[src/rtl/ex_mem_stage.sv]
// Execute stage: forwarding, ALU and the EX/MEM pipeline register.
// Also raises the load-use stall request back to decode.
module ex_mem_stage (
  input  logic        clk,
  input  logic        rst,
  input  logic        if_flush,
  input  logic        wb_MemToReg,
  input  logic        wb_RegWrite,
  input  logic        MemRead,
  input  logic        MemWrite,
  input  logic        ex_ALUSrc,
  input  logic        ex_RegDst,
  input  logic [2:0]  ex_ALUOp,
  input  logic [31:0] D1,
  input  logic [31:0] D2,
  input  logic [31:0] immediate,
  input  logic [4:0]  Rs,
  input  logic [4:0]  Rt,
  input  logic [4:0]  Rd,
  input  logic [4:0]  id_Rs,
  input  logic [4:0]  id_Rt,
  input  logic        hold,
  input  logic        wb_wr_en,
  input  logic [4:0]  wb_wr_addr,
  input  logic [31:0] wb_wr_data,
  output logic        load_use_stall,
  output logic        exmem_MemToReg,
  output logic        exmem_RegWrite,
  output logic        exmem_MemRead,
  output logic        exmem_MemWrite,
  output logic [31:0] exmem_alu,
  output logic [31:0] exmem_store,
  output logic [4:0]  exmem_Rd,
  output logic        exmem_zero
);

  logic        r_m2r;
  logic        r_rw;
  logic        r_mr;
  logic        r_mw;
  logic [31:0] r_alu;
  logic [31:0] r_store;
  logic [4:0]  r_rd;
  logic        r_zero;

  logic [4:0]  w_dst;
  logic        w_mem_ok;
  logic        w_wb_ok;
  logic [31:0] w_fwd_a;
  logic [31:0] w_fwd_b;
  logic [31:0] w_opb;
  logic [31:0] w_alu;

  assign w_dst    = ex_RegDst ? Rd : Rt;
  assign w_mem_ok = r_rw && !r_mr && (r_rd != 5'd0);
  assign w_wb_ok  = wb_wr_en && (wb_wr_addr != 5'd0);

  // Operand forwarding, EX/MEM ahead of MEM/WB; loads in EX/MEM never forward
  always_comb begin
    w_fwd_a = D1;
    w_fwd_b = D2;
    if (w_mem_ok && r_rd == Rs)
      w_fwd_a = r_alu;
    else if (w_wb_ok && wb_wr_addr == Rs)
      w_fwd_a = wb_wr_data;
    if (w_mem_ok && r_rd == Rt)
      w_fwd_b = r_alu;
    else if (w_wb_ok && wb_wr_addr == Rt)
      w_fwd_b = wb_wr_data;
  end

  assign w_opb = ex_ALUSrc ? immediate : w_fwd_b;

  // ALU datapath
  always_comb begin
    w_alu = 32'd0;
    unique case (ex_ALUOp)
      3'b000: w_alu = w_fwd_a + w_opb;
      3'b001: w_alu = w_fwd_a - w_opb;
      3'b010: w_alu = w_fwd_a & w_opb;
      3'b011: w_alu = w_fwd_a | w_opb;
      3'b100: w_alu = {31'd0, $signed(w_fwd_a) < $signed(w_opb)};
      3'b101: w_alu = ~(w_fwd_a | w_opb);
      3'b110: w_alu = w_fwd_a ^ w_opb;
      3'b111: w_alu = w_opb;
      default: w_alu = 32'd0;
    endcase
  end

  assign load_use_stall = MemRead && (Rt != 5'd0) &&
                          (Rt == id_Rs || Rt == id_Rt);

  // EX/MEM register: reset, then hold, then flush-as-bubble, then load
  always_ff @(posedge clk) begin
    if (!rst) begin
      r_m2r   <= 1'b0;
      r_rw    <= 1'b0;
      r_mr    <= 1'b0;
      r_mw    <= 1'b0;
      r_alu   <= 32'd0;
      r_store <= 32'd0;
      r_rd    <= 5'd0;
      r_zero  <= 1'b0;
    end else if (!hold) begin
      r_m2r   <= if_flush ? 1'b0 : wb_MemToReg;
      r_rw    <= if_flush ? 1'b0 : wb_RegWrite;
      r_mr    <= if_flush ? 1'b0 : MemRead;
      r_mw    <= if_flush ? 1'b0 : MemWrite;
      r_alu   <= w_alu;
      r_store <= w_fwd_b;
      r_rd    <= w_dst;
      r_zero  <= (w_alu == 32'd0);
    end
  end

  assign exmem_MemToReg = r_m2r;
  assign exmem_RegWrite = r_rw;
  assign exmem_MemRead  = r_mr;
  assign exmem_MemWrite = r_mw;
  assign exmem_alu      = r_alu;
  assign exmem_store    = r_store;
  assign exmem_Rd       = r_rd;
  assign exmem_zero     = r_zero;

endmodule

[config.mk]
export PLATFORM = sky130hd
export DESIGN_NAME = ex_mem_stage
export DESIGN_NICKNAME = d
export VERILOG_FILES = /design/src/rtl/ex_mem_stage.sv
export SDC_FILE = /design/constraint.sdc
export NUM_CORES = 1
export LEC_CHECK = 0
export ABC_AREA = 1
export BUFFER_PORTS_ARGS = -buffer_cell sky130_fd_sc_hd__clkbuf_2
export CAP_MARGIN = 15
export CORE_UTILIZATION = 58
export CTS_BUF_LIST = sky130_fd_sc_hd__clkbuf_4 sky130_fd_sc_hd__clkbuf_8
export DETAILED_ROUTE_END_ITERATION = 16
export PLACE_DENSITY = 0.83
export SLEW_MARGIN = 20
export SYNTH_ARGS = -nofsm -noshare
export SYNTH_HDL_FRONTEND = slang
export SYNTH_SLANG_ARGS = --single-unit
[constraint.sdc]
create_clock -name clk -period 4.29 [get_ports clk]
set_input_delay 0.2145 -clock clk [delete_from_list [all_inputs] [get_ports clk]]
set_output_delay 0.2145 -clock clk [all_outputs]
set_load 0.03 [all_outputs]
==> run summary <==
Status: complete, no violations
Max VDD drop: 231 uV
Top Usage Layer GRT: met2
Post-synth top area cell: nand2_1
GR Layer Usage met3: 11.0%
Seq/Total Area, Yosys: 12.4%
Fin nets: 2,747
Post-Synthesis Cells: 2,132
TritonCTS clock tree: built
Post-synth EDFFs: 0
Crit-path max FO: 17
Count leader, synth: nand2_1
Initial antenna violation count: 2
Synth area leaders: nand2_1 (16%), dfxtp_1 (12%), inv_1 (12%)
Routed len/inst: 19.0 um
Leak: 8.35 nW
Placer Congestion: 1.13
Die X: 145 um
Synth-to-Final Area Change: 25.4%
CTS Hold Bufs: 0
Via count: 16,380
Antenna viol nets, final: 0
Max-slew headroom: 22.9%
Number of fill cells: 1,781
M2 GR Usage: 74.2%
Layout cells sized above 1: 24.6%
Height of the chip: 145 um
Vias per std cell: 5.95
Clk sinks: 74
Max incr delay on CP: 410 ps
Root Buffer: clkbuf_8
HPWL after DPL: 41.9 mm
WP data arrival: 4560 ps
Final worst setup slack: 26.6 ps
IO Pins: 247
Tcrit/Tclk final: 99.4%
Final setup fails: 0
Residual DRC count: 0
Area occupied by multi-input gates: 8670 um2
TritonCTS Buffers: 9
RR Startpoint: exmem_Rd[2]
Max frequency: 235 MHz
Number of max-cap violations: 0
Crit path launch: exmem_Rd[2]
Register bit count reported by yosys: 74
Die footprint: 21,200 um2
Worst r2r path cells: 26
Total grt overflow: 0
Clock slew at reported path FFs: 90 ps
RSZ-0062 raised after global routing: yes
Share of flip-flops with an asynchronous set or reset: 0%
Drt pass-1 iters: 8
Rows: 52
Share of the synthesized area in the top cell type: 16.1%
FF-to-FF End: exmem_zero
Routed Wire Length: 52.3 mm
Vias in the first global route: 14,776
Tightest Pin Transition: 1160 ps
PwrDens: 237 nW/um2
Netlist Area Pre-Place: 11,900 um2
Largest net degree at the start of global routing: 65
Startpoint types: register
Dpl ws: -84.0 ps
Post-synth top cells: nand2_1 (513), inv_1 (375), nand3_1 (221)
Critical path's most frequent cell: nand2_1
Min Tclk post-route: 4260 ps
Setup crit end kind: register
Netlist cell types: 46
HP Class: input pin to register
Slowest stage cell, crit path: ha_1
Number of H-tree branching levels: 3
Final number of hold-violating endpoints: 0
Port buffer count: 246
Fin Clk Skew: 7.71 ps
Global-route usage over all layers: 47.6%
Initial drt markers: 2,080
First-pass GRT wire length: 79.2 mm
Top_reg_cell synth: dfxtp_1
Initial cell density of the core: 59.0%
Clock Path Buffers: 2
Worst EP required: 4580 ps
Final max-slew violation count: 0
CP Class: register to register
YS warnings: 0
FF/Latch Area: 1490 um2
CP endpoint: exmem_zero
Clock latency on the worst-skew pair: 370 ps
Post-Synthesis Net Count: 2,403
R2r setup slk: 30 ps
Mean post-synth cell area: 5.60 um2
Final Util: 74.0%
Core Region: 20,200 um2
WHS: 63.0 ps
Met1 usage: 62.7%
[final cells by class]
cell class / instances / share of cell area, %
Timing Repair Buffer: 435 / 18.3
Multi-Input combinational cell: 1550 / 57.9
Tap cell: 270 / 2.26
Antenna cell: 2 / 0.0334
Sequential cell: 74 / 9.92
Inverter: 406 / 10.2
Clock inverter: 6 / 0.485
Clock buffer: 10 / 0.878
[kinds of logic after synthesis]
family	after synthesis	synth area share, %
fa+ha+maj	99	10.5
simple gates	1023	37.7
flops	74	12.4
buf+inv	508	17.0
mux	1	0.0944
xor+xnor	30	2.26
compound gates	397	20.0
[placed cells by master (no fill, tap or decap), drive strengths merged, types with 2 or more instances in the layout]
cell and count:
a211oi 12, a21oi 118, a221oi 20, a22oi 4, buf 189, clkbuf 256, clkinv 8, dfxtp 74
diode 2, fa 2, ha 97, inv 402, nand2 513, nand3 231, nand3b 8, nand4 51
nor2 158, nor3 20, nor4 5, o2111ai 3, o211ai 73, o21ai 141, o21bai 11, o22ai 9
or2 37, xnor2 8, xor2 22
[state kept, by name (all words and copies together) (netlist names)]
signal and count:
exmem_MemRead 1, exmem_MemToReg 1, exmem_MemWrite 1, exmem_Rd 5, exmem_RegWrite 1, exmem_alu 32, exmem_store 32, exmem_zero 1
[report_power, final]
group          switching (mW)  internal, mW
combinational            1.38         0.788
sequential             0.0463         0.741
clock                   0.315         0.283
total                    1.74          1.81
[layer usage]
| metal | vias up | part of all wire, % | wire (um) |
|---|---|---|---|
| li1 | 7619 | - | - |
| met1 | 7374 | 38 | 20000 |
| met2 | 1209 | 43 | 22600 |
| met3 | 178 | 14 | 7440 |
| met4 | 0 | 4.3 | 2260 |
| met5 | - | 0 | 0 |
[how the worst min path moves through the flow]
| stage | start | endpoint | cells past startpoint |
|---|---|---|---|
| 3_5_place_dp | MemWrite | exmem_MemWrite | 3 |
| 6_report | MemWrite | exmem_MemWrite | 3 |
| 5_1_grt | wb_MemToReg | exmem_MemToReg | 3 |
| 4_1_cts | MemWrite | exmem_MemWrite | 3 |
| 3_3_place_gp | wb_MemToReg | exmem_MemToReg | 3 |
| 2_1_floorplan | MemRead | exmem_MemRead | 2 |
[stage by stage]
step	instance area [um2]	power, mW	setup TNS [ps]	cells
final	15000	3.55	0	2753
after global routing	15000	3.73	-119	2752
after CTS	14700	3.39	0	2744
after detailed placement	14500	2.80	-84.0	2728
after global placement	14500	2.77	0	2728
after floorplan	11900	1.99	0	2132
[critical path: cells and delay by family (launching register included)]
family | cells | cell delay [ps]
buffers and inverters | 5 | 720
AND/OR/NAND/NOR | 12 | 1440
AO/OA/AOI/OAI | 6 | 950
adder cells (fa/ha/maj) | 1 | 410
XOR/XNOR | 2 | 330
flip-flops | 1 | 340
[repair_timing]
action / in CTS / in global routing
pin swaps: 3 / 14
setup buffers: 0 / 7
endpoints found under the setup margin: 1 / 20
gates resized for setup: 14 / 81
No activity file was read; power rests on OpenSTA's default activity.
